===== config.mk =====
export PLATFORM = sky130hd
export DESIGN_NAME = dff_write_arbiter_flat
export DESIGN_NICKNAME = d
export VERILOG_FILES = /design/src/rtl/dff_write_arbiter_if.sv /design/src/rtl/dff_write_arbiter.sv /design/src/flat_wrapper.sv
export SDC_FILE = /design/constraint.sdc
export NUM_CORES = 1
export LEC_CHECK = 0
export ABC_AREA = 0
export CELL_PAD_IN_SITES_DETAIL_PLACEMENT = 2
export CELL_PAD_IN_SITES_GLOBAL_PLACEMENT = 2
export CORE_ASPECT_RATIO = 0.8
export CORE_UTILIZATION = 20
export CTS_BUF_LIST = sky130_fd_sc_hd__clkbuf_16
export DETAILED_ROUTE_END_ITERATION = 7
export GPL_ROUTABILITY_DRIVEN = 0
export PLACE_DENSITY_LB_ADDON = 0.08
export SLEW_MARGIN = 30
export SYNTH_ARGS = -nofsm -noshare
export SYNTH_HDL_FRONTEND = slang
export SYNTH_SLANG_ARGS = --single-unit

===== constraint.sdc =====
create_clock -name clk -period 1.7 [get_ports clk]
set_input_delay 0.425 -clock clk [delete_from_list [all_inputs] [get_ports clk]]
set_output_delay 0.425 -clock clk [all_outputs]
set_load 0.03 [all_outputs]

===== src/rtl/dff_write_arbiter_if.sv =====
// Write-port bundle between NUM_REQ requesters and the shared register's arbiter.
interface dff_write_arbiter_if #(
  parameter int NUM_REQ = 4,
  parameter int WIDTH   = 8
);
  localparam int OW = ($clog2(NUM_REQ) > 1) ? $clog2(NUM_REQ) : 1;

  logic [NUM_REQ-1:0]       req;
  logic [NUM_REQ*WIDTH-1:0] wdata;
  logic [NUM_REQ-1:0]       gnt;
  logic [WIDTH-1:0]         q;
  logic [OW-1:0]            q_owner;
  logic                     q_valid;
  logic                     busy;

  // requester side
  modport master (output req, wdata, input gnt, q, q_owner, q_valid, busy);
  // arbiter side
  modport slave  (input req, wdata, output gnt, q, q_owner, q_valid, busy);
endinterface


===== src/rtl/dff_write_arbiter.sv =====
// Round-robin write controller for one shared WIDTH-bit register.
// IDLE picks a requester, WRITE pulses its grant and loads its data,
// HOLD keeps the value stable for HOLD_CYCLES before re-arbitrating.

// Per-requester grant decode: a lane fires only when it is the selected
// index, the FSM is in WRITE, and the requester is still asking.
module dff_write_arbiter_lane #(
  parameter int IDX = 0,
  parameter int OW  = 2
) (
  input  logic [OW-1:0] sel,
  input  logic          in_write,
  input  logic          req,
  output logic          gnt
);
  assign gnt = in_write & req & (sel == OW'(IDX));
endmodule

module dff_write_arbiter #(
  parameter int NUM_REQ     = 4,
  parameter int WIDTH       = 8,
  parameter int HOLD_CYCLES = 2
) (
  input logic              clk,
  input logic              reset_n,
  dff_write_arbiter_if.slave bus
);
  localparam int OW = ($clog2(NUM_REQ) > 1) ? $clog2(NUM_REQ) : 1;
  localparam int CW = ($clog2(HOLD_CYCLES) > 1) ? $clog2(HOLD_CYCLES) : 1;
  localparam logic [CW-1:0] CNT_LOAD = CW'((HOLD_CYCLES > 0) ? HOLD_CYCLES - 1 : 0);
  localparam logic [OW-1:0] LAST     = OW'(NUM_REQ - 1);

  typedef enum logic [1:0] {IDLE, WRITE, HOLD} state_t;

  state_t                          state, state_nxt;
  logic [OW-1:0]                   sel, ptr, pick;
  logic                            found;
  logic [CW-1:0]                   cnt;
  logic [WIDTH-1:0]                q;
  logic [OW-1:0]                   q_owner;
  logic                            q_valid;
  logic                            req_sel, write_fire, in_write;
  logic [NUM_REQ-1:0]              gnt_vec;
  logic [NUM_REQ-1:0][WIDTH-1:0]   wd;
  int                              idx;

  assign wd         = bus.wdata;
  assign req_sel    = bus.req[sel];
  assign write_fire = (state == WRITE) && req_sel;

  // Round-robin search starting at ptr; wrap done by subtraction so
  // non-power-of-two NUM_REQ works.
  always_comb begin
    found = 1'b0;
    pick  = '0;
    idx   = 0;
    for (int k = 0; k < NUM_REQ; k++) begin
      idx = int'(ptr) + k;
      if (idx >= NUM_REQ) idx = idx - NUM_REQ;
      if (!found && bus.req[idx]) begin
        found = 1'b1;
        pick  = OW'(idx);
      end
    end
  end

  // State register.
  always_ff @(posedge clk) begin
    if (!reset_n) state <= IDLE;
    else          state <= state_nxt;
  end

  // Next-state: a dropped request in WRITE aborts straight back to IDLE.
  always_comb begin
    state_nxt = state;
    case (state)
      IDLE:  if (found) state_nxt = WRITE;
      WRITE: begin
        if (!req_sel)              state_nxt = IDLE;
        else if (HOLD_CYCLES == 0) state_nxt = IDLE;
        else                       state_nxt = HOLD;
      end
      HOLD:  if (cnt == '0) state_nxt = IDLE;
      default: state_nxt = IDLE;
    endcase
  end

  // Datapath: latch winner in IDLE, commit the write, run the hold counter.
  always_ff @(posedge clk) begin
    if (!reset_n) begin
      sel     <= '0;
      ptr     <= '0;
      cnt     <= '0;
      q       <= '0;
      q_owner <= '0;
      q_valid <= 1'b0;
    end else begin
      if (state == IDLE && found) sel <= pick;
      if (write_fire) begin
        q       <= wd[sel];
        q_owner <= sel;
        q_valid <= 1'b1;
        ptr     <= (sel == LAST) ? '0 : sel + 1'b1;
        cnt     <= CNT_LOAD;
      end else if (state == HOLD && cnt != '0) begin
        cnt <= cnt - 1'b1;
      end
    end
  end

  // Outputs: grant only in WRITE, suppressed in a reset cycle.
  always_comb begin
    in_write = (state == WRITE) && reset_n;
    bus.busy = (state != IDLE);
  end

  for (genvar i = 0; i < NUM_REQ; i++) begin : g_lane
    dff_write_arbiter_lane #(.IDX(i), .OW(OW)) u_lane (
      .sel      (sel),
      .in_write (in_write),
      .req      (bus.req[i]),
      .gnt      (gnt_vec[i])
    );
  end

  assign bus.gnt     = gnt_vec;
  assign bus.q       = q;
  assign bus.q_owner = q_owner;
  assign bus.q_valid = q_valid;
endmodule


===== src/flat_wrapper.sv =====
// flat-port wrapper written by rule: the top's interface ports become plain ports
module dff_write_arbiter_flat 
#(
  parameter int NUM_REQ     = 4,
  parameter int WIDTH       = 8,
  parameter int HOLD_CYCLES = 2
)
  (clk, reset_n, bus_req, bus_wdata, bus_gnt, bus_q, bus_q_owner, bus_q_valid, bus_busy);
  dff_write_arbiter_if #(.NUM_REQ(NUM_REQ), .WIDTH(WIDTH)) bus_i ();
  input logic clk;
  input logic reset_n;
  input wire logic [$bits(bus_i.req)-1:0] bus_req;
  input wire logic [$bits(bus_i.wdata)-1:0] bus_wdata;
  output wire logic [$bits(bus_i.gnt)-1:0] bus_gnt;
  output wire logic [$bits(bus_i.q)-1:0] bus_q;
  output wire logic [$bits(bus_i.q_owner)-1:0] bus_q_owner;
  output wire logic [$bits(bus_i.q_valid)-1:0] bus_q_valid;
  output wire logic [$bits(bus_i.busy)-1:0] bus_busy;
  assign bus_i.req = bus_req;
  assign bus_i.wdata = bus_wdata;
  assign bus_gnt = bus_i.gnt;
  assign bus_q = bus_i.q;
  assign bus_q_owner = bus_i.q_owner;
  assign bus_q_valid = bus_i.q_valid;
  assign bus_busy = bus_i.busy;
  dff_write_arbiter #(.NUM_REQ(NUM_REQ), .WIDTH(WIDTH), .HOLD_CYCLES(HOLD_CYCLES)) u_core (.clk(clk), .reset_n(reset_n), .bus(bus_i));
endmodule

==> metrics.csv <==
stage,metric,value,unit
yosys,synth_cell_types,29,
yosys,yosysWarnings,0,
clock_network,cts-buffers-inserted,3,
pwr,switchingPower,0.000388,W
timing,grt_setup_unrepaired,true,
pwr,power.share.switching,27.8,%
pwr,pwr-share-clk,34.6,%
cells_and_area,drive_above_1_share,27.1,%
status,violations,"DRC, setup timing",
drt,drt_wl_total,3.87,mm
die,die_y,68.2,um
pwr,combinationalPowerShare,30.9,%
yosys,syn_inst,107,
clock_network,cts_root_buffer,clkbuf_16,
die,ioPinCount,54,
drt,drt_iter0_drc,29,
pwr,peakVddDrop,414,uV
timing,maxSlewHeadroom,73.8,%
global_route,grt_start_max_net_pins,19,
global_route,grt_pass1_vias,1173,
timing,finalHoldViolations,0,
pwr,fin_total_pwr,0.00140,W
clock_network,cts-htree-levels,1,
pwr,p_seq_share,34.5,%
pwr,power_density,737,nW/um^2
drt,avgViaCountPerCell,4.53,
cells_and_area,multi_input_area,671,sq um
timing,finalSetupViolations,4,
timing,tns,-0.0874,ns
yosys,yosys.area.top_type,dfxtp_1,
cells_and_area,fill_cells,544,
yosys,ys_top_cells_by_area,"dfxtp_1 (33%), mux4_2 (16%), mux2i_1 (11%), nor2_1 (6.2%), ha_1 (4.6%)",
cells_and_area,layout.nets,213,
clock_network,cts_sinks,18,
global_route,gr-total-overflow,0,
timing,fin_crit_sh,102,%
global_route,grt_pass1_wl,6.06,mm
cells_and_area,final_cell_mix,"clkdlybuf4s50_1 (35), nor2_1 (18), dfxtp_1 (14)",
die,core_area,5150,sq um
drt,drc,2,
pwr,p_leak,0.840,nW
setup_path,r2r_end,u_core.bus.q[0],
clock_network,cts_buffer_depth,2,
setup_path,end_kind,primary output,
yosys,ys_seq_elements,18,
cells_and_area,areaGrowthSynthToFinish,72.8,%
clock_network,insertion_delay,0.25,ns
min_path,min_path_cells,2,
setup_path,worst_setup_path_start_kind,register,
setup_path,r2r_cells,6,
yosys,netlist.area_leader.share,32.9,%
cells_and_area,diodes,0,
timing,clock_skew,0.00399,ns
clock_network,holdBufCountCts,0,
cells_and_area,layout_commonest_cell,clkdlybuf4s50_1,
setup_path,critPathMaxFanout,4,
min_path,hp-class,register to register,
status,outcome,"complete, but fails checks",
timing,fin_hold_ws,0.485,ns
timing,worstMarginPinSlew,0.382,ns
yosys,postSynthNetCount,149,
yosys,avgSynthCellArea,10.2,sq um
drt,post_drt_wl_per_cell,16.7,um
drt,first_pass_iters,6,
drt,met3_length,170,um
min_path,min_to,u_core.bus.q_owner[1],
cells_and_area,fin_util,36.8,%
die,placement_rows,23,
cells_and_area,register_area,368,sq um
global_route,grt_util_all_layers,14.4,%
min_path,min-delay-start,u_core.bus.q_owner[1],
drt,met2_length,2.06,mm
drt,routed-via-count,1051,
yosys,syn_area,1100,sq um
placement,dpl.hpwl,3.13,mm
pwr,p_int,0.00101,W
setup_path,r2r_start,u_core.state[0],
drt,wl_met1,1.61,mm
clock_network,tritoncts,yes,
die,die-area,5780,sq um
drt,top_layer,met4,
global_route,antenna_found_initial,0,
placement,port_buffers,53,
setup_path,critical_path_class,register to primary output,
timing,finalCriticalPeriod,1.73,ns
yosys,yosysSeqAreaShare,32.9,%
die,die_x,84.8,um
setup_path,critical_path_arrival,1.31,ns
timing,fin_ws,-0.0307,ns
clock_network,clk_pin_slew,0.06,ns
die,start_util,21.3,%
drt,postRouteAntennaNets,0,
timing,timing.final.max_slew_violations,0,
flow_run,maxCapViolCount,0,
setup_path,regToRegSetupSlack,0.14,ns
timing,fmaxAchievable,578,MHz
setup_path,critical_path_required,1.27,ns
-- through the flow --
stage / cells / area [sq um] / setup WS [ns]
6_report: 232 / 1890 / -0.0307
5_1_grt: 232 / 1890 / -0.0827
4_1_cts: 232 / 1860 / 0.000413
3_5_place_dp: 226 / 1730 / -0.334
3_3_place_gp: 226 / 1730 / -0.292
2_1_floorplan: 107 / 1100 / 0.00823
-- area by class of cell --
class	instances	share of cell area, %
Multi-Input combinational cell	73	35.4
Inverter	7	1.59
Clock buffer	3	3.96
Timing Repair Buffer	68	35.3
Tap cell	62	4.10
Clock inverter	1	0.198
Sequential cell	18	19.4
-- registers in the layout, summed over array words and instances (netlist names) --
signal              count
u_core.sel              2
u_core.ptr              2
u_core.state            2
u_core.bus.q            8
u_core.bus.q_owner      2
u_core.bus.q_valid      1
u_core.cnt              1
-- synth_stat cells, drive strengths merged --
cell      n
dfxtp    18
nor2     18
mux2i    12
mux4      8
buf       7
inv       6
a21oi     5
and3      4
ha        4
nand2     4
nor3      3
clkbuf    2
nor2b     2
a21o      1
a31oi     1
and3b     1
clkinv    1
mux2      1
nand2b    1
nor4      1
o211ai    1
o21ai     1
o21bai    1
o221a     1
o221ai    1
o2bb2ai   1
or3b      1
-- worst max-delay path by stage --
stage | startpoint | to | slack, ns | depth (start not counted)
after floorplan | u_core.sel[1] | bus_gnt[1] | 0.008 | 5
after global placement | reset_n | bus_gnt[2] | -0.29 | 6
after detailed placement | reset_n | bus_gnt[0] | -0.33 | 6
after CTS | u_core.bus.q[7] | bus_q[7] | 0.0004 | 1
after global routing | u_core.state[0] | bus_gnt[0] | -0.08 | 5
final | u_core.state[0] | bus_gnt[3] | -0.03 | 5
-- worst max-delay path: stages, from the launching register on --
cell,delay (ns)
dfxtp_4,0.37
inv_4,0.04
nor3_4,0.19
buf_6,0.13
and3_4,0.18
buf_6,0.13
-- per-layer routing --
metal | up-vias | GRT usage, %
met5 | - | 0
met4 | 0 | 3.18
met3 | 4 | 4.22
met2 | 20 | 27.2
met1 | 521 | 16.3
li1 | 506 | -
-- power by group through the flow --
stage | combinational [W] | clock (W) | sequential [W]
final | 0.000431 | 0.000483 | 0.000482
after global routing | 0.000467 | 0.000524 | 0.000487
after CTS | 0.000434 | 0.000501 | 0.000482
after global placement | 0.000420 | 0 | 0.000484
after detailed placement | 0.000431 | 0 | 0.000487
after floorplan | 0.000196 | 0 | 0.000514
-- timing repair --
item / CTS / global route
gates resized for setup: 28 / 10
pin swaps: 1 / 3
buffers inserted: 3 / 0
endpoints found under the setup margin: 10 / 11
-- cell families after synthesis --
logic type,synth area share (%)
buffers and inverters,8.79
adders and majority gates,4.57
and+or+nand+nor,15.3
muxes,28.8
DFF,32.9
AOI/OAI and AO/OA,9.70
Power figures use the tool's default switching activity.
